--- src/rtl/sd_cmd_seq.sv ---
// SD card SPI-mode command sequencer.
// Shifts a 48-bit command frame out on DI, arms an external R1 response
// receiver, waits a bounded number of cycles for it, and reports the R1 byte
// or a timeout.
module sd_cmd_seq #(
  parameter int NCR_MAX = 80
) (
  input  logic        clk,
  input  logic        reset,
  input  logic        cmdStart,
  input  logic [5:0]  cmdIndex,
  input  logic [31:0] cmdArg,
  input  logic [6:0]  cmdCrc,
  input  logic        DO,
  output logic        DI,
  output logic        CS,
  output logic        rpStart,
  output logic        rpDO,
  input  logic        rpFinish,
  input  logic [7:0]  rpResponse,
  output logic        isBusy,
  output logic        isFinish,
  output logic [7:0]  response,
  output logic        timeout
);

  // Wait counter must hold NCR_MAX itself, so size for NCR_MAX+1 values.
  localparam int CNT_W = (NCR_MAX < 1) ? 1 : $clog2(NCR_MAX + 1);
  localparam logic [CNT_W-1:0] W_LIMIT = CNT_W'(NCR_MAX);
  localparam logic [CNT_W-1:0] W_ONE   = CNT_W'(1);

  localparam logic [2:0] S_IDLE  = 3'd0;
  localparam logic [2:0] S_SEND  = 3'd1;
  localparam logic [2:0] S_ARM   = 3'd2;
  localparam logic [2:0] S_WAIT  = 3'd3;
  localparam logic [2:0] S_FLUSH = 3'd4;
  localparam logic [2:0] S_DONE  = 3'd5;

  logic [2:0]       r_state;
  logic [47:0]      r_frame;
  logic [5:0]       r_bit_cnt;
  logic [CNT_W-1:0] r_wait_cnt;
  logic [7:0]       r_response;
  logic             r_timeout;

  logic w_accept;
  logic w_wait_hit;

  // A start is only honoured from IDLE; the wait limit is checked on the registered count.
  always_comb begin
    w_accept   = (r_state == S_IDLE) && cmdStart;
    w_wait_hit = (r_wait_cnt == W_LIMIT);
  end

  // Sequencer state, frame shift position and response wait counter.
  always_ff @(posedge clk) begin
    if (reset) begin
      r_state    <= S_IDLE;
      r_frame    <= '1;
      r_bit_cnt  <= '0;
      r_wait_cnt <= '0;
    end else begin
      case (r_state)
        S_IDLE: begin
          if (w_accept) begin
            r_frame   <= {2'b01, cmdIndex, cmdArg, cmdCrc, 1'b1};
            r_bit_cnt <= 6'd47;
            r_state   <= S_SEND;
          end
        end
        S_SEND: begin
          if (r_bit_cnt == 6'd0) begin
            r_state <= S_ARM;
          end else begin
            r_bit_cnt <= r_bit_cnt - 6'd1;
          end
        end
        S_ARM: begin
          r_wait_cnt <= '0;
          r_state    <= S_WAIT;
        end
        S_WAIT: begin
          // A response arriving on the limit cycle still counts as success.
          if (rpFinish) begin
            r_state <= S_DONE;
          end else if (w_wait_hit) begin
            r_state <= S_FLUSH;
          end else begin
            r_wait_cnt <= r_wait_cnt + W_ONE;
          end
        end
        S_FLUSH: begin
          if (rpFinish) begin
            r_state <= S_DONE;
          end
        end
        S_DONE: begin
          r_state <= S_IDLE;
        end
        default: begin
          r_state <= S_IDLE;
        end
      endcase
    end
  end

  // Result registers: cleared on each accepted start, updated when the wait resolves.
  always_ff @(posedge clk) begin
    if (reset) begin
      r_response <= 8'h00;
      r_timeout  <= 1'b0;
    end else if (w_accept) begin
      r_response <= 8'h00;
      r_timeout  <= 1'b0;
    end else if (r_state == S_WAIT) begin
      if (rpFinish) begin
        r_response <= rpResponse;
        r_timeout  <= 1'b0;
      end else if (w_wait_hit) begin
        r_timeout <= 1'b1;
      end
    end
  end

  // Card-side and handshake outputs decoded from the current state.
  always_comb begin
    DI       = 1'b1;
    CS       = 1'b1;
    rpStart  = 1'b0;
    rpDO     = DO;
    isBusy   = 1'b0;
    isFinish = 1'b0;
    case (r_state)
      S_SEND: begin
        DI     = r_frame[r_bit_cnt];
        CS     = 1'b0;
        isBusy = 1'b1;
      end
      S_ARM: begin
        CS      = 1'b0;
        rpStart = 1'b1;
        isBusy  = 1'b1;
      end
      S_WAIT: begin
        CS     = 1'b0;
        isBusy = 1'b1;
      end
      S_FLUSH: begin
        // Feed zeros so the receiver sees a start bit and completes on its own.
        CS     = 1'b0;
        rpDO   = 1'b0;
        isBusy = 1'b1;
      end
      S_DONE: begin
        CS       = 1'b0;
        isFinish = 1'b1;
      end
      default: begin
        DI = 1'b1;
      end
    endcase
  end

  assign response = r_response;
  assign timeout  = r_timeout;

endmodule

--- config.mk ---
export PLATFORM = sky130hd
export DESIGN_NAME = sd_cmd_seq
export DESIGN_NICKNAME = d
export VERILOG_FILES = /design/src/rtl/sd_cmd_seq.sv
export SDC_FILE = /design/constraint.sdc
export NUM_CORES = 1
export LEC_CHECK = 0
export BUFFER_PORTS_ARGS = -buffer_cell sky130_fd_sc_hd__buf_4
export CAP_MARGIN = 20
export CORE_ASPECT_RATIO = 1.2
export CORE_MARGIN = 10
export CORE_UTILIZATION = 50
export CTS_CLUSTER_SIZE = 12
export DETAILED_ROUTE_END_ITERATION = 8
export PLACE_DENSITY = 0.72
export SYNTH_ARGS = -nofsm -noshare
export SYNTH_HDL_FRONTEND = slang
export SYNTH_SLANG_ARGS = --single-unit
--- constraint.sdc ---
create_clock -name clk -period 2.6 [get_ports clk]
set_input_delay 0.26 -clock clk [delete_from_list [all_inputs] [get_ports clk]]
set_output_delay 0.26 -clock clk [all_outputs]
set_load 0.01 [all_outputs]
; Word-level counts from Yosys, hierarchy flattened
; Index checks and enable logic that the tools add are counted.
[totals]
output_inout_bits = 15
register_bits = 71
word_cells = 59
input_bits = 58
[op_classes]
order_cmp = 1
eq_ne = 13
addsub = 2
mux = 22
reduce_logical = 15
[op_table]
columns = cell, count
row1 = $mux 3, 5
row2 = $pmux 3 s5, 1
row3 = $mux 7, 2
row4 = $pmux 7 s2, 1
row5 = $mux 6, 2
row6 = $ne 2x2->1 const B, 6
row7 = $pmux 6 s2, 1
row8 = $mux 1, 9
row9 = $add 7x1->7 const B, 1
row10 = $eq 7x7->1 const B, 1
row11 = $lt 6x7->1 const B, 1
row12 = $bmux 1 s6, 1
row13 = $eq 3x2->1 const B, 2
row14 = $eq 3x3->1 const B, 2
row15 = $logic_not 6->1, 1
row16 = $reduce_and 2->1, 3
row17 = $reduce_and 3->1, 2
row18 = $reduce_bool 2->1, 3
row19 = $sub 6x1->6 const B, 1
row20 = $reduce_or 5->1, 1
row21 = $reduce_and 4->1, 1
row22 = $reduce_or 4->1, 1
row23 = $eq 3x1->1 const B, 1
row24 = $logic_not 3->1, 1
row25 = 3 further kinds, 3

; Depth between registers and ports, before layout
; Gate-level depths: netlist (run 1).
[depth]
ltp_word = 4
mapped_depth = 7
ltp_nobuf = 6

; Worst setup path after synthesis (run 1)
; No wires, ideal clock.
[synth_timing]
path_kind = register to output
start = register r_bit_cnt[0]
end = output port DI
t_required_ns = 2.340
setup_slack_ns = 0.404
stages_incl_launch_ff = 7
t_arrival_ns = 1.936
path_buffers = 1
path_cell_list = dfxtp_1 > buf_6 > mux4_1 > mux2_2 > nand4b_1 > o211ai_1 > or4_1
[synth_via]
elab_chain_cells = 3
[synth_lines]
columns = item, line_no
row1 = "start, declared", 41  ; logic [5:0] r_bit_cnt;
row2 = "start signal, assigned", 75  ; r_bit_cnt <= r_bit_cnt - 6'd1;
row3 = $bmux 1 s6, 135  ; DI = r_frame[r_bit_cnt];
row4 = $mux 1 (not written as such), 135
row5 = $mux 1, 133  ; case (r_state)
row6 = "end, declared", 15  ; output logic DI,
; No other way between the ends. The select of a mux whose other input is x is not followed.

; Final worst setup path (run 1)
; Ends and elaborated chain as after synthesis.

==> metrics, run 1 <==
Lkg Pwr 1.736 nW; std cell rows 32; routed len/inst roughly 14 µm; gr usage total 0.1499; CP endpoint kind primary output; Detail Route Antenna Nets 0; detailed-route via count between 2000 and 3000; Pins Over Slew Limit 0; relative slew slack 0.6896; Max H-tree Level 3; Core Region 6446 µm²; Horiz. Die Dim ~94 µm; syn nets 459; max_cap viols 0; area of the mapped netlist 3323 µm²; setup TNS 0 ps; WP data arrival ~2300 ps; sequential area share after synthesis 0.4277; Diodes inserted 0; Tcrit/Tclk final 0.9791; initial antenna violation count 0; share of the synthesized area in the top cell type 0.4277; die height 109.3 µm; DRT iter0 DRCs 174; area delta synth->final 22.82%; worst hold path type in -> reg; first-pass GRT wire length around 13 mm; Top Ports between 70 and 80; port buffer count approximately 70; largest net degree at the start of global routing between 50 and 60; CP bufs+invs 1; CTS Hold Bufs 0; Yosys Warn Count 0; clock buffer depth 2; # DRC 0; top cell family by delay on the critical path multiplexers; Final nets between 500 and 600; unrepaired setup endpoints after global routing yes; syn avg cell area between 8 and 9 µm²; CTS Root Cell clkbuf_8; Synth area leader dfxtp_1; hold slack about 130 ps; Skew-Pair Late Insertion Delay ~330 ps; fmax between 0.3 and 0.4 GHz; detail-routed via count per cell 5.290; CTS tree done; Final min period around 2500 ps; Setup Skew roughly 6.4 ps; CTS buffer count 9; top post-synthesis cells by area dfxtp_1 (43%), nand2_1 (13%), nand3b_1 (10%), mux2i_1 (5.1%), clkbuf_1 (2.5%); critical path class reg -> out; Slew @ Worst Pin 465.6 ps; Power Density roughly 640 nW/µm²; Main synth FF type dfxtp_1; CP Launch Type register; Async SR Flop Fraction 0; run status completed; Initial Util 0.5155; RePlAce Congestion approximately 0.83; Hold Fails Final Rpt 0; Cell Chain, Critical Path mux4_2 -> mux2_4 -> nand4b_1 -> o211ai_1 -> or4_4 -> buf_6; power consumption 2.625 mW; WL final 7.646 mm; r2r setup slk 640 ps; #FFs+latches synth 71; crit path max fanout 3; DRT Pass-1 Iters 4; clk sinks ~70; maximum vdd drop 0.4690 mV; Clk pin slew, worst setup/hold paths 70 ps; full die area around 10000 µm²; Slowest cell on crit path or4_4; layout cells sized above 1 0.2311; setup repair bufs after CTS 0; CP required 2340 ps; Synth Instances between 300 and 400; GRT overflow 0; Post-synth EDFFs 0; crit-path max cell delay between 500 and 600 ps; # setup viols final 0; Final HPWL DP approximately 5.6 mm; Yosys cell types between 40 and 50; vias in the first global route 2924
-- metal layers --
layer  GRT usage  wire (µm)  vias to the layer above  share of wire
met5           0          0                        -              0
met3     0.03956        425                       10          0.056
met1      0.1643       3237                     1342           0.42
li1            -          -                     1481              -
met4     0.06739        128                        0          0.017
met2      0.2642       3855                       66           0.50
-- worst reg2reg max path, delay by kind of cell (launching register included) --
kind	cells	cell delay [ps]
compound gates	3	750
fa+ha+maj	1	190
buf+inv	1	70
flops	1	360
simple gates	1	520
-- what timing repair did --
action / 4_1_cts / 5_1_grt
resized for setup: 3 / 5
endpoints found under the setup margin: 1 / 1
pin swaps: 1 / 0
-- synth_stat cells, types with 2 or more instances --
| cell | count |
|---|---|
| nand3_1 | 8 |
| buf_2 | 4 |
| nor4b_1 | 2 |
| nand4_1 | 2 |
| xnor2_1 | 3 |
| o211ai_1 | 2 |
| nor3_1 | 6 |
| o31ai_1 | 2 |
| nor2b_1 | 3 |
| xor2_1 | 5 |
| nor4_1 | 2 |
| dfxtp_1 | 71 |
| clkbuf_1 | 22 |
| inv_1 | 6 |
| inv_2 | 2 |
| and3_1 | 2 |
| nor2_1 | 15 |
| and2_1 | 2 |
| or4_1 | 2 |
| mux4_2 | 2 |
| nand2_1 | 113 |
| or2_1 | 2 |
| a211oi_1 | 7 |
| nand4b_1 | 3 |
| mux2i_1 | 17 |
| a21oi_1 | 15 |
| ha_1 | 4 |
| mux2_2 | 3 |
| o21ai_1 | 2 |
| a22oi_1 | 3 |
| a31oi_1 | 2 |
| nand3b_1 | 46 |
| buf_1 | 2 |
| nor3b_1 | 2 |
| o311ai_0 | 2 |
-- flip-flops by register name (all words and copies together), names as in the netlist --
name        cells
r_wait_cnt      7
r_frame        46
timeout         1
r_state         3
r_bit_cnt       6
response        8
-- report_power, final --
| group | internal, mW | switching (mW) |
|---|---|---|
| Clock | 0.333 | 0.359 |
| Combinational | 0.318 | 0.320 |
| Sequential | 1.20 | 0.0945 |
| Total | 1.85 | 0.773 |
-- layout make-up --
class                           instances  area [µm²]
Clock inverter                          2       10.01
Timing Repair Buffer                   81       611.8
Multi-Input combinational cell        289        1760
Fill cell                             571        2365
Inverter                                8       30.03
Sequential cell                        71        1428
Tap cell                               85       106.4
Clock buffer                           12       135.1
-- per-stage QoR --
step	instance area, µm²	setup slack, ps	util	instances
final	4081	54.32	0.6332	548
after global placement	3923	247.5	0.6085	534
after detailed placement	3923	236.1	0.6085	534
after global routing	4081	-54.10	0.6332	548
after floorplan	3323	404.3	-	397
after CTS	4066	1.036	0.6308	548
-- final timing paths --
path                                    start            end  depth (start not counted)
worst min-delay path              cmdIndex[3]    r_frame[43]                          3
worst max-delay path             r_bit_cnt[0]             DI                          6
worst min register to register    response[2]    response[2]                          2
worst max register to register  r_wait_cnt[1]  r_wait_cnt[5]                          6
-- cells by family after synthesis --
kind of cell | after synthesis | synth area share
buffers and inverters | 37 | 0.04556
AND/OR/NAND/NOR | 213 | 0.3253
XOR/XNOR | 8 | 0.02109
flip-flops | 71 | 0.4277
adder cells (fa/ha/maj) | 4 | 0.01506
AO/OA/AOI/OAI | 41 | 0.08245
multiplexers | 23 | 0.08283
-- cells in the final DEF (no fill, tap or decap), types with 4 or more instances in the layout --
master    instances
a211oi_1          7
a21oi_1          15
buf_4            80
clkbuf_8          9
dfxtp_1          68
ha_1              4
inv_1             6
mux2i_1          17
nand2_1         113
nand3_1           8
nand3b_1         46
nor2_1           15
nor3_1            6
xor2_1            5
(Power assumes the default switching activity.)
==> run 2: changes to the inputs <==
--- a/config.mk
+++ b/config.mk
@@ -5,11 +5,13 @@
 export SDC_FILE = /design/constraint.sdc
 export NUM_CORES = 1
 export LEC_CHECK = 0
+export ABC_AREA = 1
 export BUFFER_PORTS_ARGS = -buffer_cell sky130_fd_sc_hd__buf_4
 export CAP_MARGIN = 20
 export CORE_ASPECT_RATIO = 1.2
 export CORE_MARGIN = 10
 export CORE_UTILIZATION = 50
+export CTS_BUF_LIST = sky130_fd_sc_hd__clkbuf_8
 export CTS_CLUSTER_SIZE = 12
 export DETAILED_ROUTE_END_ITERATION = 8
 export PLACE_DENSITY = 0.72
==> run 2 against run 1 <==
Net effect:
- register-to-register slack better by 80 ps
- count of clock-buffer cells in the layout stayed put
- flip-flop and latch count stayed put
- power is 59% higher
- non-clock buffer count is 4 lower
- die area is 3.3% higher
- synthesized area is 4.1% higher
- global-route usage is 1.2 points higher
- first-iteration DRC count is 20% lower
- critical endpoint unchanged
- largest cell class unchanged
- highest routed layer unchanged
==> metrics, run 2 <==
run status completed; CP Launch Type register; final std cell area, no fill 4252 µm² (+4.2%); Setup Skew 8.588 ps (+2.222 ps); DRT iter0 DRCs 140 (-20%); detail-routed via count per cell 5.062 (-4.3%); P_int 2.515 mW (+36%); Setup crit start r_bit_cnt[1]; CP endpoint kind primary output; worst reg2reg path startpoint r_state[0]; clock buffer depth 2 (unchanged); top post-synthesis cells by area dfxtp_1 (41%), nand2_1 (19%), nand3_1 (7.7%), inv_1 (5.0%), o211ai_1 (5.0%); area of the mapped netlist 3461 µm² (+4.1%); crit path max fanout 15 (+12); Clk pin slew, worst setup/hold paths 70 ps (about the same); relative slew slack 0.6878 (-0.001838); Net Switching 1.665 mW (+120%); layout cells sized above 1 0.1934 (-0.03766); Synth area leader dfxtp_1; max FFs per register 46 (unchanged); Initial Util 0.5111 (-0.004441); Flop pwr share 0.365 (-0.128); Hold Crit Start cmdIndex[5]; worst r2r path cells 6 (unchanged); combinational share of power 0.420 (+0.177); first-pass GRT wire length 14.30 mm (+12%); syn nets 571 (+24%); Final HPWL DP 6.372 mm (+15%); gr usage total 0.1621 (+0.01225); Core Region 6771 µm² (+5.0%); #FFs+latches synth 71 (unchanged); Synth Instances 509 (+28%); Final min period 2153 ps (-392.8 ps); critical path class reg -> out; Post-synth EDFFs 0 (unchanged); CTS tree done; CTS Hold Bufs 0 (unchanged); std cell rows 33 (+3.1%); most frequent cells in the layout nand2_1 (177), buf_4 (76), dfxtp_1 (70); # DRC 0 (unchanged); RePlAce Congestion 0.9299 (+12%); leading cell type in the layout, fill and taps excluded nand2_1; share of the synthesized area in the top cell type 0.4107 (-0.01701); routed len/inst 12.73 µm (-8.8%); clk sinks 71 (unchanged); syn avg cell area 6.799 µm² (-19%); detailed-route via count 3371 (+16%); Slew @ Worst Pin 468.3 ps (+2.757 ps); Final nets 636 (+22%); hold slack 116.1 ps (-18.10 ps); die height 111.1 µm (+1.7%); setup TNS 0 ps (unchanged); placed inst area 4041 µm² (+3.0%); max_cap viols 0 (unchanged); r2r setup slk 720 ps (+80 ps); Skew-Pair Late Insertion Delay 340 ps (about the same); Async SR Flop Fraction 0 (unchanged); CTS Root Cell clkbuf_8; Diodes inserted 0 (unchanged); switch share 0.3984 (+0.1039); Hold Fails Final Rpt 0 (unchanged); hold endpoint r_frame[45]; count leader, synth nand2_1; DRT Pass-1 Iters 4 (unchanged); sequential area share after synthesis 0.4107 (-0.01701); maximum vdd drop 0.5912 mV (+26%); area delta synth->final 22.85% (about the same); Largest Register r_frame; WP data arrival 1890 ps (-400 ps); Clock power frac 0.215 (-0.049); initial antenna violation count 0 (unchanged); fmax 0.4645 GHz (+18%); Main synth FF type dfxtp_1; CP required 2340 ps (about the same); Max H-tree Level 3 (unchanged); R2R Path End r_bit_cnt[3]; Pins Over Slew Limit 0 (unchanged); Detail Route Antenna Nets 0 (unchanged); Tcrit/Tclk final 0.8280 (-0.1511); Yosys cell types 34 (-26%); full die area 10660 µm² (+3.3%); hold path depth 3 (unchanged); vias in the first global route 3240 (+11%); setup repair bufs after CTS 0 (unchanged); Lkg Pwr 2.101 nW (+21%); Yosys Warn Count 0 (unchanged); CTS buffer count 9 (unchanged); GRT overflow 0 (unchanged); unrepaired setup endpoints after global routing no; port buffer count 72 (unchanged); worst hold path type in -> reg; top cells by count, synth nand2_1 (177), dfxtp_1 (71), nand3_1 (53), inv_1 (46), nor2_1 (44); WL final 8.476 mm (+11%); largest net degree at the start of global routing 44 (-25%); Top Ports 73 (unchanged); Power Density 983.1 nW/µm² (+53%); # setup viols final 0 (unchanged); Horiz. Die Dim 95.95 µm (+1.6%)
==> run 2: changes by cell type after synthesis, moves of 10 or more <==
cell,before,now
buf_2,4,14
clkbuf_1,22,5
inv_1,6,46
mux2i_1,17,0
nand2_1,113,177
nand3_1,8,53
nand3b_1,46,0
nor2_1,15,44
o211ai_1,2,23
==> run 2: per-layer routing <==
layer,share of wire,global-route usage
met4,0.026,0.08867
met3,0.041,0.03523
met2,0.51,0.2805
met1,0.42,0.1746
met5,0,0
==> run 2: worst max-delay path by stage <==
stage               slack, ps            to
finish                    450            DI
CTS                       180            DI
global route              230            DI
detailed placement        530    r_state[1]
global placement          590            DI
floorplan                1110  r_bit_cnt[3]
==> run 2: cells by family after synthesis <==
family	share of synthesized area
xor+xnor	0.01012
fa+ha+maj	0.01446
simple gates	0.3724
buf+inv	0.09219
compound gates	0.1001
flops	0.4107
==> run 2: area by class of cell <==
cell class,instances,area (µm²)
fillers,660,2520
repair buffers,77,590.6
flip-flops and latches,71,1423
clock inverters,4,43.79
multi-input cells,362,1720
inverters,53,200.2
clock buffers,12,165.2
well taps,87,108.9
==> run 2: critical path: stages, from the launching register on <==
cell	delay (ps)
dfxtp_2	500
inv_1	290
nand3_1	160
nand2_1	60
nand2_1	50
nand2_1	50
inv_1	40
nand2_1	40
a21oi_1	120
nand2_1	80
buf_4	150
==> run 2: through the flow <==
step	power, mW	std cells	worst slack (ps)	utilization
final	4.180	666	447.1	0.6279
after floorplan	2.873	509	1109	-
after global placement	3.272	650	589.7	0.5968
after CTS	4.211	666	184.1	0.6277
after global routing	4.546	666	228.4	0.6279
after detailed placement	3.304	650	528.0	0.5968
==> run 2: power groups by stage <==
stage | sequential [mW] | clock [mW] | combinational (mW)
after floorplan | 1.46 | 0 | 1.41
after global placement | 1.54 | 0 | 1.73
after detailed placement | 1.54 | 0 | 1.76
after CTS | 1.52 | 0.920 | 1.77
after global routing | 1.55 | 0.964 | 2.03
final | 1.53 | 0.898 | 1.75
==> run 2: repair_timing <==
action                                 CTS  global route
resized for setup                        0             1
setup endpoints to repair                0             1
endpoints found under the hold margin    0             0
==> run 3: changes to the inputs <==
==> constraint.sdc (replaced) <==
create_clock -name clk -period 2.2 [get_ports clk]
set_input_delay 0.22 -clock clk [delete_from_list [all_inputs] [get_ports clk]]
set_output_delay 0.22 -clock clk [all_outputs]
set_load 0.01 [all_outputs]
==> run 3 against run 2 <==
Net effect:
- count of clock-buffer cells in the layout fell by 3
- die area did not move
- critical path type unchanged
- via count barely moved
- sequential share of layout area barely moved
- highest routed layer unchanged
- register-to-register slack worse by 150 ps
==> metrics, run 3 (synthesized netlist as in run 2, its figures left out) <==
run status completed; Diodes inserted 0 (unchanged); detailed-route via count 3374 (+0.089%); Max H-tree Level 3 (unchanged); CP bufs+invs 2 (-1); Detail Route Antenna Nets 0 (unchanged); largest net degree at the start of global routing 49 (+11%); layout cells sized above 1 0.1928 (-0.0006659); setup TNS 0 ps (unchanged); Hold Crit Start cmdIndex[2]; Cell Chain, Critical Path inv_1 -> nand3_1 -> nand2_1 -> nand2_1 -> nand3_1 -> nand2_1 -> a21oi_1 -> nand2_1 -> buf_4; maximum vdd drop 0.5223 mV (-12%); clock buffer depth 2 (unchanged); Pins Over Slew Limit 0 (unchanged); Top Ports 73 (unchanged); Final nets 638 (+0.31%); port buffer count 72 (unchanged); Largest Register r_frame; first-pass GRT wire length 14.37 mm (+0.48%); post-route insts no fill 668 (+0.30%); leading cell type in the layout, fill and taps excluded nand2_1; relative slew slack 0.6940 (+0.006187); Placed Cells 652 (+0.31%); filler instances 664 (+0.61%); unrepaired setup endpoints after global routing no; Lkg Pwr 2.095 nW (-0.30%); DRT iter0 DRCs 180 (+29%); Post-CTS Resized 0 (unchanged); CP Launch Type register; critical path class reg -> out; setup repair bufs after CTS 0 (unchanged); max FFs per register 46 (unchanged); CTS buffer count 9 (unchanged); most frequent cells in the layout nand2_1 (177), buf_4 (78), dfxtp_1 (71); GRT overflow 0 (unchanged); crit path max fanout 15 (unchanged); CTS Root Cell clkbuf_8; Skew-Pair Late Insertion Delay 350 ps (about the same); Final HPWL DP 6.255 mm (-1.8%); CTS tree done; Tcrit/Tclk final 0.8939; clk sinks 71 (unchanged); initial antenna violation count 0 (unchanged); CP required 1980 ps (-360 ps); full die area 10660 µm² (unchanged); DRT Pass-1 Iters 4 (unchanged); area delta synth->final 22.70%; std cell rows 33 (unchanged); CTS Hold Bufs 0 (unchanged); # DRC 0 (unchanged); Slowest cell on crit path inv_1; fmax 0.5085 GHz; routed len/inst 12.94 µm (+1.7%); CP most frequent cell nand2_1; Setup crit start r_bit_cnt[1]; vias in the first global route 3230 (-0.31%); worst reg2reg path startpoint r_wait_cnt[0]; gr usage total 0.1643 (+0.002182); final std cell area, no fill 4247 µm² (-0.12%); Final min period between 1500 and 2000 ps; die height 111.1 µm (unchanged); Horiz. Die Dim 95.95 µm (unchanged); Reg area 1421 µm² (about the same); crit-path max cell delay 340 ps (-160 ps); Core Region 6771 µm² (unchanged); WP data arrival 1750 ps (-140 ps); Initial Util 0.5111 (unchanged); CP endpoint kind primary output; # setup viols final 0 (unchanged); WL final 8.644 mm (+2.0%); Hold Fails Final Rpt 0 (unchanged); detail-routed via count per cell 5.051 (-0.21%); placed inst area 4056 µm² (+0.37%); worst hold path type in -> reg; top cell family by delay on the critical path simple AND/OR/NAND/NOR gates; Power Density 1161 nW/µm² (+18%); Setup Skew 12.20 ps (+3.615 ps); area of the multi-input gates 1720 µm² (unchanged); Clk pin slew, worst setup/hold paths 80 ps (about the same); power consumption 4.929 mW (+18%); max_cap viols 0 (unchanged); RePlAce Congestion 0.9355 (+0.60%); Slew @ Worst Pin 458.5 ps (-9.786 ps)
run 3: power breakdown:
group | leakage (nW) | internal [mW] | switching [mW] | total (mW)
clock network | 0.0978 | 0.515 | 0.494 | 1.01
logic | 1.41 | 0.799 | 1.36 | 2.16
registers | 0.586 | 1.58 | 0.178 | 1.76
total | 2.09 | 2.90 | 2.03 | 4.93
run 3: layer usage:
layer,track usage,vias to the layer above,routed length [µm]
li1,-,1755,-
met1,0.1859,1533,3677
met3,0.05081,17,404
met4,0.06108,0,139
met5,0,-,0
met2,0.2774,69,4423
run 3: worst min-delay path: cells and delay by family:
| family | cells | cell delay, ps |
|---|---|---|
| simple gates | 2 | 90 |
| buf+inv | 1 | 80 |
run 3: cell type report:
class                      count  share of cell area
multi-input combinational    362              0.4051
tap                           87             0.02563
clock inverter                 7             0.01562
sequential                    71              0.3347
clock buffer                   9             0.02917
timing repair buffer          79              0.1426
inverter                      53             0.04714
run 3: through the flow:
stage                     setup WS [ps]    util  hold WS (ps)
after CTS                         220.5  0.6271         55.01
after global routing              37.82  0.6271         56.28
after global placement            606.3  0.5990         417.0
final                             233.5  0.6271         63.72
after detailed placement          578.9  0.5990         423.3
after floorplan                   709.1       -         289.4
run 3: final timing paths:
path              slack, ps  depth (start not counted)       endpoint
setup / recovery        230                          9             DI
hold / removal           60                          3    r_frame[42]
setup reg to reg        570                          8  r_wait_cnt[6]
hold reg to reg         470                          2    response[6]
